## src/rtl/instr_loader.sv

```systemverilog
// instr_loader: frames a UART byte stream into 15-bit ALU instruction words.
//
// A 3-byte frame {header, A, B} is checked for tag order by a small FSM. Each
// complete frame is packed into {control, A, B} and pushed into a 2-entry
// output buffer whose head drives the instruction FIFO write port.
//
// Ports:
//   i_clk            system clock, rising edge
//   i_rst_n          asynchronous active-low reset
//   i_rx_valid       one-cycle strobe qualifying i_rx_byte
//   i_rx_byte[7:0]   received byte
//   i_fifo_full      downstream FIFO full; suppresses o_wr_en
//   o_data_out[14:0] buffer head word: [14:12]=control, [11:6]=A, [5:0]=B
//   o_wr_en          FIFO write strobe (buffer non-empty and FIFO not full)
//   o_buf_count[1:0] output buffer occupancy, 0..2
//   o_frame_err_cnt  framing error count, saturating at 15
//   o_drop_flag      sticky: a complete word was lost to a full buffer
module instr_loader (
    input  logic        i_clk,
    input  logic        i_rst_n,
    input  logic        i_rx_valid,
    input  logic [7:0]  i_rx_byte,
    input  logic        i_fifo_full,
    output logic [14:0] o_data_out,
    output logic        o_wr_en,
    output logic [1:0]  o_buf_count,
    output logic [3:0]  o_frame_err_cnt,
    output logic        o_drop_flag
);

    localparam int unsigned CTRL_W = 3;
    localparam int unsigned OPND_W = 6;
    localparam int unsigned WORD_W = CTRL_W + 2 * OPND_W;
    localparam int unsigned OCC_W  = 2;
    localparam int unsigned ERR_W  = 4;

    localparam logic [ERR_W-1:0] ERR_MAX = ERR_W'(15);

    typedef enum logic [1:0] {
        IDLE   = 2'd0,
        GOT_OP = 2'd1,
        GOT_A  = 2'd2
    } state_t;

    state_t              r_state;
    state_t              w_state_nxt;
    logic [CTRL_W-1:0]   r_ctrl;
    logic [CTRL_W-1:0]   w_ctrl_nxt;
    logic [OPND_W-1:0]   r_a;
    logic [OPND_W-1:0]   w_a_nxt;
    logic                w_err;
    logic                w_push;
    logic [WORD_W-1:0]   w_word;

    logic                w_is_hdr;
    logic                w_is_a;
    logic                w_is_b;

    logic [WORD_W-1:0]   r_slot0;
    logic [WORD_W-1:0]   r_slot1;
    logic [OCC_W-1:0]    r_count;
    logic [ERR_W-1:0]    r_err_cnt;
    logic                r_drop;
    logic                w_pop;

    // Byte tag classification
    assign w_is_hdr = i_rx_byte[7];
    assign w_is_a   = (i_rx_byte[7:6] == 2'b00);
    assign w_is_b   = (i_rx_byte[7:6] == 2'b01);
    assign w_word   = {r_ctrl, r_a, i_rx_byte[OPND_W-1:0]};

    // FSM state and field latches
    always_ff @(posedge i_clk or negedge i_rst_n) begin
        if (!i_rst_n) begin
            r_state <= IDLE;
            r_ctrl  <= '0;
            r_a     <= '0;
        end else begin
            r_state <= w_state_nxt;
            r_ctrl  <= w_ctrl_nxt;
            r_a     <= w_a_nxt;
        end
    end

    // Frame parser: next state, latch updates, error and push strobes
    always_comb begin
        w_state_nxt = r_state;
        w_ctrl_nxt  = r_ctrl;
        w_a_nxt     = r_a;
        w_err       = 1'b0;
        w_push      = 1'b0;
        if (i_rx_valid) begin
            case (r_state)
                IDLE: begin
                    if (w_is_hdr) begin
                        w_ctrl_nxt  = i_rx_byte[CTRL_W-1:0];
                        w_state_nxt = GOT_OP;
                    end else begin
                        w_err = 1'b1;
                    end
                end
                GOT_OP: begin
                    if (w_is_a) begin
                        w_a_nxt     = i_rx_byte[OPND_W-1:0];
                        w_state_nxt = GOT_A;
                    end else if (w_is_hdr) begin
                        // A fresh header restarts the frame with its control
                        w_err      = 1'b1;
                        w_ctrl_nxt = i_rx_byte[CTRL_W-1:0];
                    end else begin
                        w_err       = 1'b1;
                        w_state_nxt = IDLE;
                    end
                end
                GOT_A: begin
                    if (w_is_b) begin
                        w_push      = 1'b1;
                        w_state_nxt = IDLE;
                    end else if (w_is_hdr) begin
                        w_err       = 1'b1;
                        w_ctrl_nxt  = i_rx_byte[CTRL_W-1:0];
                        w_state_nxt = GOT_OP;
                    end else begin
                        w_err       = 1'b1;
                        w_state_nxt = IDLE;
                    end
                end
                default: begin
                    w_state_nxt = IDLE;
                end
            endcase
        end
    end

    // FIFO write is offered whenever a word is buffered and the FIFO has room
    assign w_pop   = (r_count != '0) && !i_fifo_full;
    assign o_wr_en = w_pop;

    // Two-slot shift buffer; slot0 is always the head so data_out is a flop
    always_ff @(posedge i_clk or negedge i_rst_n) begin
        if (!i_rst_n) begin
            r_slot0 <= '0;
            r_slot1 <= '0;
            r_count <= '0;
            r_drop  <= 1'b0;
        end else begin
            case ({w_push, w_pop})
                2'b11: begin
                    // Pop frees a slot first, so occupancy is unchanged
                    if (r_count == OCC_W'(2)) begin
                        r_slot0 <= r_slot1;
                        r_slot1 <= w_word;
                    end else begin
                        r_slot0 <= w_word;
                    end
                end
                2'b01: begin
                    if (r_count == OCC_W'(2)) begin
                        r_slot0 <= r_slot1;
                    end
                    r_count <= r_count - OCC_W'(1);
                end
                2'b10: begin
                    if (r_count == OCC_W'(0)) begin
                        r_slot0 <= w_word;
                        r_count <= OCC_W'(1);
                    end else if (r_count == OCC_W'(1)) begin
                        r_slot1 <= w_word;
                        r_count <= OCC_W'(2);
                    end else begin
                        r_drop <= 1'b1;
                    end
                end
                default: begin
                end
            endcase
        end
    end

    // Saturating framing error counter
    always_ff @(posedge i_clk or negedge i_rst_n) begin
        if (!i_rst_n) begin
            r_err_cnt <= '0;
        end else if (w_err && (r_err_cnt != ERR_MAX)) begin
            r_err_cnt <= r_err_cnt + ERR_W'(1);
        end
    end

    assign o_data_out      = r_slot0;
    assign o_buf_count     = r_count;
    assign o_frame_err_cnt = r_err_cnt;
    assign o_drop_flag     = r_drop;

endmodule

```

## config.mk

```make
export PLATFORM = sky130hd
export DESIGN_NAME = instr_loader
export DESIGN_NICKNAME = d
export VERILOG_FILES = /design/src/rtl/instr_loader.sv
export SDC_FILE = /design/constraint.sdc
export NUM_CORES = 1
export LEC_CHECK = 0
export CAP_MARGIN = 10
export CORE_AREA = 2 2 114 83
export CTS_CLUSTER_DIAMETER = 50
export CTS_CLUSTER_SIZE = 25
export DETAILED_ROUTE_END_ITERATION = 6
export DIE_AREA = 0 0 116 85
export GPL_ROUTABILITY_DRIVEN = 0
export HOLD_SLACK_MARGIN = 0.15
export SETUP_SLACK_MARGIN = 0.02
export SLEW_MARGIN = 10
export SYNTH_ARGS = -nofsm -noshare
export SYNTH_HDL_FRONTEND = slang
export SYNTH_SLANG_ARGS = --single-unit
```

## constraint.sdc

```tcl
create_clock -name i_clk -period 3.3 [get_ports i_clk]
set_input_delay 0.33 -clock i_clk [delete_from_list [all_inputs] [get_ports i_clk]]
set_output_delay 0.33 -clock i_clk [all_outputs]
set_load 0.01 [all_outputs]
```

==> results.json <==
{
  "cts.sinks": 48,
  "rsz0062_at_grt": "false",
  "chipHeight_um": 85,
  "avgSynthCellArea_sq_um": 13.1,
  "cts_hold_buf": 0,
  "ir_drop_uv": 340,
  "gr-usage-all-layers_pct": 11.7,
  "ios": 35,
  "rows": 29,
  "p_leak_nw": 1.39,
  "post_cts_buffers": 0,
  "antenna_cells": 0,
  "cts_resized": 0,
  "pwr-share-clk_pct": 19.5,
  "fmax_ghz": 0.369,
  "crit_path_start_kind": "flop",
  "muxShareOfSynthArea_pct": 27.2,
  "finClkSkew_ns": 0.00446,
  "cts_buffer_depth": 2,
  "status": "finished clean",
  "nFillCells": 889,
  "syn-cell-area_sq_um": 2550,
  "seq_power_share_pct": 35.6,
  "cts_tree": "yes",
  "synth.area.top_cells": "dfrtp_1 47%, mux2_2 15%, mux2i_1 6.3%, mux2_4 5.9%, a221oi_1 4.8%",
  "path_clk_slew_ns": 0.06,
  "synth_cell_types": 38,
  "ant_nets": 0,
  "slew_viol_final": 0,
  "layout-drive-gt1-share_pct": 29.9,
  "core_region_area_sq_um": 8780,
  "antenna_found_initial": 0,
  "switchingPower_mw": 0.897,
  "htreeDepth": 2,
  "clk_latency_ns": 0.30,
  "p_int_mw": 1.80,
  "cp.required_ns": 3.48,
  "yosys.area.top_type": "dfrtp_1",
  "die_area_sq_um": 9860,
  "start_util_pct": 29.0,
  "setup_slack_ns": 0.592,
  "p_comb_share_pct": 44.8,
  "drt_first_pass_iters": 4,
  "io_buffer_count": 34,
  "swShare_pct": 33.3,
  "post_dp_cell_area_sq_um": 3020,
  "synth_seq_area_share_pct": 47.1,
  "synth_xor_area_share_pct": 0.344,
  "place_ws_ns": 0.474,
  "arrival_ns": 2.89,
  "worstSetupPathType": "reg2reg",
  "crit_fanout": 16,
  "synthSimpleGateAreaFrac_pct": 4.17,
  "period_share_pct": 82.1,
  "viasPerCell": 4.64,
  "first_global_vias": 1626,
  "relSlewSlack_pct": 42.9,
  "synth_top_cell_area_share_pct": 47.1,
  "final_nets": 249,
  "finalHoldViolations": 0,
  "hold_path_class": "in2async",
  "yosysWarnings": 0,
  "synth_top_family_by_area": "multiplexers",
  "syn_inst": 194,
  "avgRoutedWirePerCell_um": 14.7,
  "worst_setup_path_end_kind": "flop",
  "power_mw": 2.69,
  "dp_hpwl_um": 3550,
  "totalWireLength_um": 5210,
  "drtIter0Drc": 69,
  "synth-seq-cells": 48,
  "final_area_sq_um": 3170,
  "cts_buffers": 5,
  "multi_input_area_sq_um": 1250,
  "grt-ovfl-total": 0,
  "fin_tns_setup_ns": 0,
  "seqCellArea_sq_um": 1200,
  "synth_fa_ha_area_share_pct": 3.44,
  "tightestPinTransition_ns": 0.856,
  "grt_max_degree": 39,
  "fin_crit_ns": 2.71,
  "via_count": 1648,
  "maxCapViolCount": 0,
  "synth_nets": 213,
  "synth_compound_area_share_pct": 13.8,
  "dieWidth_um": 116,
  "power_density_nw_per_um2": 849,
  "grt_pass1_wl_um": 8750,
  "setup_viol": 0,
  "root_buffer": "clkbuf_16",
  "syn2layout_area_growth_pct": 24.4,
  "drc": 0
}
power by group through the flow:
| stage | sequential, mW | combinational, mW | clock (mW) |
|---|---|---|---|
| 2_1_floorplan | 0.997 | 0.762 | 0 |
| 5_1_grt | 0.993 | 1.32 | 0.570 |
| 6_report | 0.960 | 1.21 | 0.526 |
| 4_1_cts | 0.960 | 1.23 | 0.548 |
| 3_3_place_gp | 0.965 | 1.21 | 0 |
| 3_5_place_dp | 0.969 | 1.23 | 0 |
layout make-up:
type | instances | share of cell area (%)
multi-input cells | 125 | 39.3
repair buffers | 40 | 12.0
clock inverters | 1 | 0.237
inverters | 10 | 1.18
clock buffers | 7 | 4.50
well taps | 124 | 4.89
flip-flops and latches | 48 | 37.9
logic make-up (layout without fill, tap and decap cells):
| logic type | Yosys count | in the layout |
|---|---|---|
| mux | 60 | 60 |
| flops | 48 | 48 |
| compound gates | 43 | 43 |
| buf+inv | 21 | 58 |
| simple gates | 14 | 14 |
| fa+ha+maj | 7 | 7 |
| xor+xnor | 1 | 1 |
layout by cell type, fill, tap and decap left out, types with 5 or more instances in the layout:
| master | n |
|---|---|
| a21oi_1 | 15 |
| a221oi_1 | 14 |
| buf_4 | 6 |
| clkbuf_16 | 5 |
| clkdlybuf4s50_1 | 33 |
| dfrtp_1 | 48 |
| ha_1 | 7 |
| inv_1 | 9 |
| mux2_2 | 33 |
| mux2_4 | 10 |
| mux2i_1 | 16 |
routing by layer:
layer	routed length [um]	global-route usage (%)	vias to the layer above	share of wire, %
met4	100	4.55	0	1.9
met2	2170	16.2	25	42
met3	177	3.29	9	3.4
li1	-	-	795	-
met5	0	0	-	0
met1	2760	17.2	819	53
critical path: stages, from the launching register on:
cell and delay (ns):
dfrtp_1 0.41, inv_1 0.09, ha_1 0.25, or2_2 0.31, inv_1 0.11, ha_1 0.61
a22oi_4 0.11, o21ai_4 0.30, mux2_2 0.41
flip-flops by register name, summed over array words and instances (netlist names):
signal / count
o_frame_err_cnt: 4
o_buf_count: 2
r_state: 2
r_ctrl: 3
o_drop_flag: 1
r_slot1: 15
r_a: 6
o_data_out: 15
cells in the mapped netlist (all sizes together):
master / number
dfrtp: 48
mux2: 44
mux2i: 16
a21oi: 15
a221oi: 14
inv: 10
ha: 7
buf: 6
clkbuf: 5
nand2: 3
nand2b: 3
nor2: 3
o21ai: 3
a21boi: 2
a21o: 2
a211oi: 1
a22o: 1
a22oi: 1
a31oi: 1
nand3: 1
nor2b: 1
nor3: 1
nor4: 1
o221ai: 1
o22a: 1
o31ai: 1
or2: 1
xor2: 1
path summary, 6_finish.rpt:
kind / start / to / slack, ns / depth (start not counted)
setup / recovery: o_buf_count[0] / o_data_out[13] / 0.59 / 8
hold / removal: i_rst_n / o_frame_err_cnt[3] / 0.14 / 1
setup reg to reg: o_buf_count[0] / o_data_out[13] / 0.59 / 8
hold reg to reg: o_drop_flag / o_drop_flag / 0.46 / 1
max in group asynchronous: i_rst_n / o_buf_count[0] / 2.46 / 2
min in group i_clk: o_drop_flag / o_drop_flag / 0.46 / 1
metrics by stage:
stage	cells	hold WS (ns)	util (%)
6_report	355	0.139	36.1
3_3_place_gp	347	0.446	34.4
2_1_floorplan	194	0.0344	-
4_1_cts	355	0.176	36.1
3_5_place_dp	347	0.457	34.4
5_1_grt	355	0.212	36.1
Power figures use the tool's default switching activity.
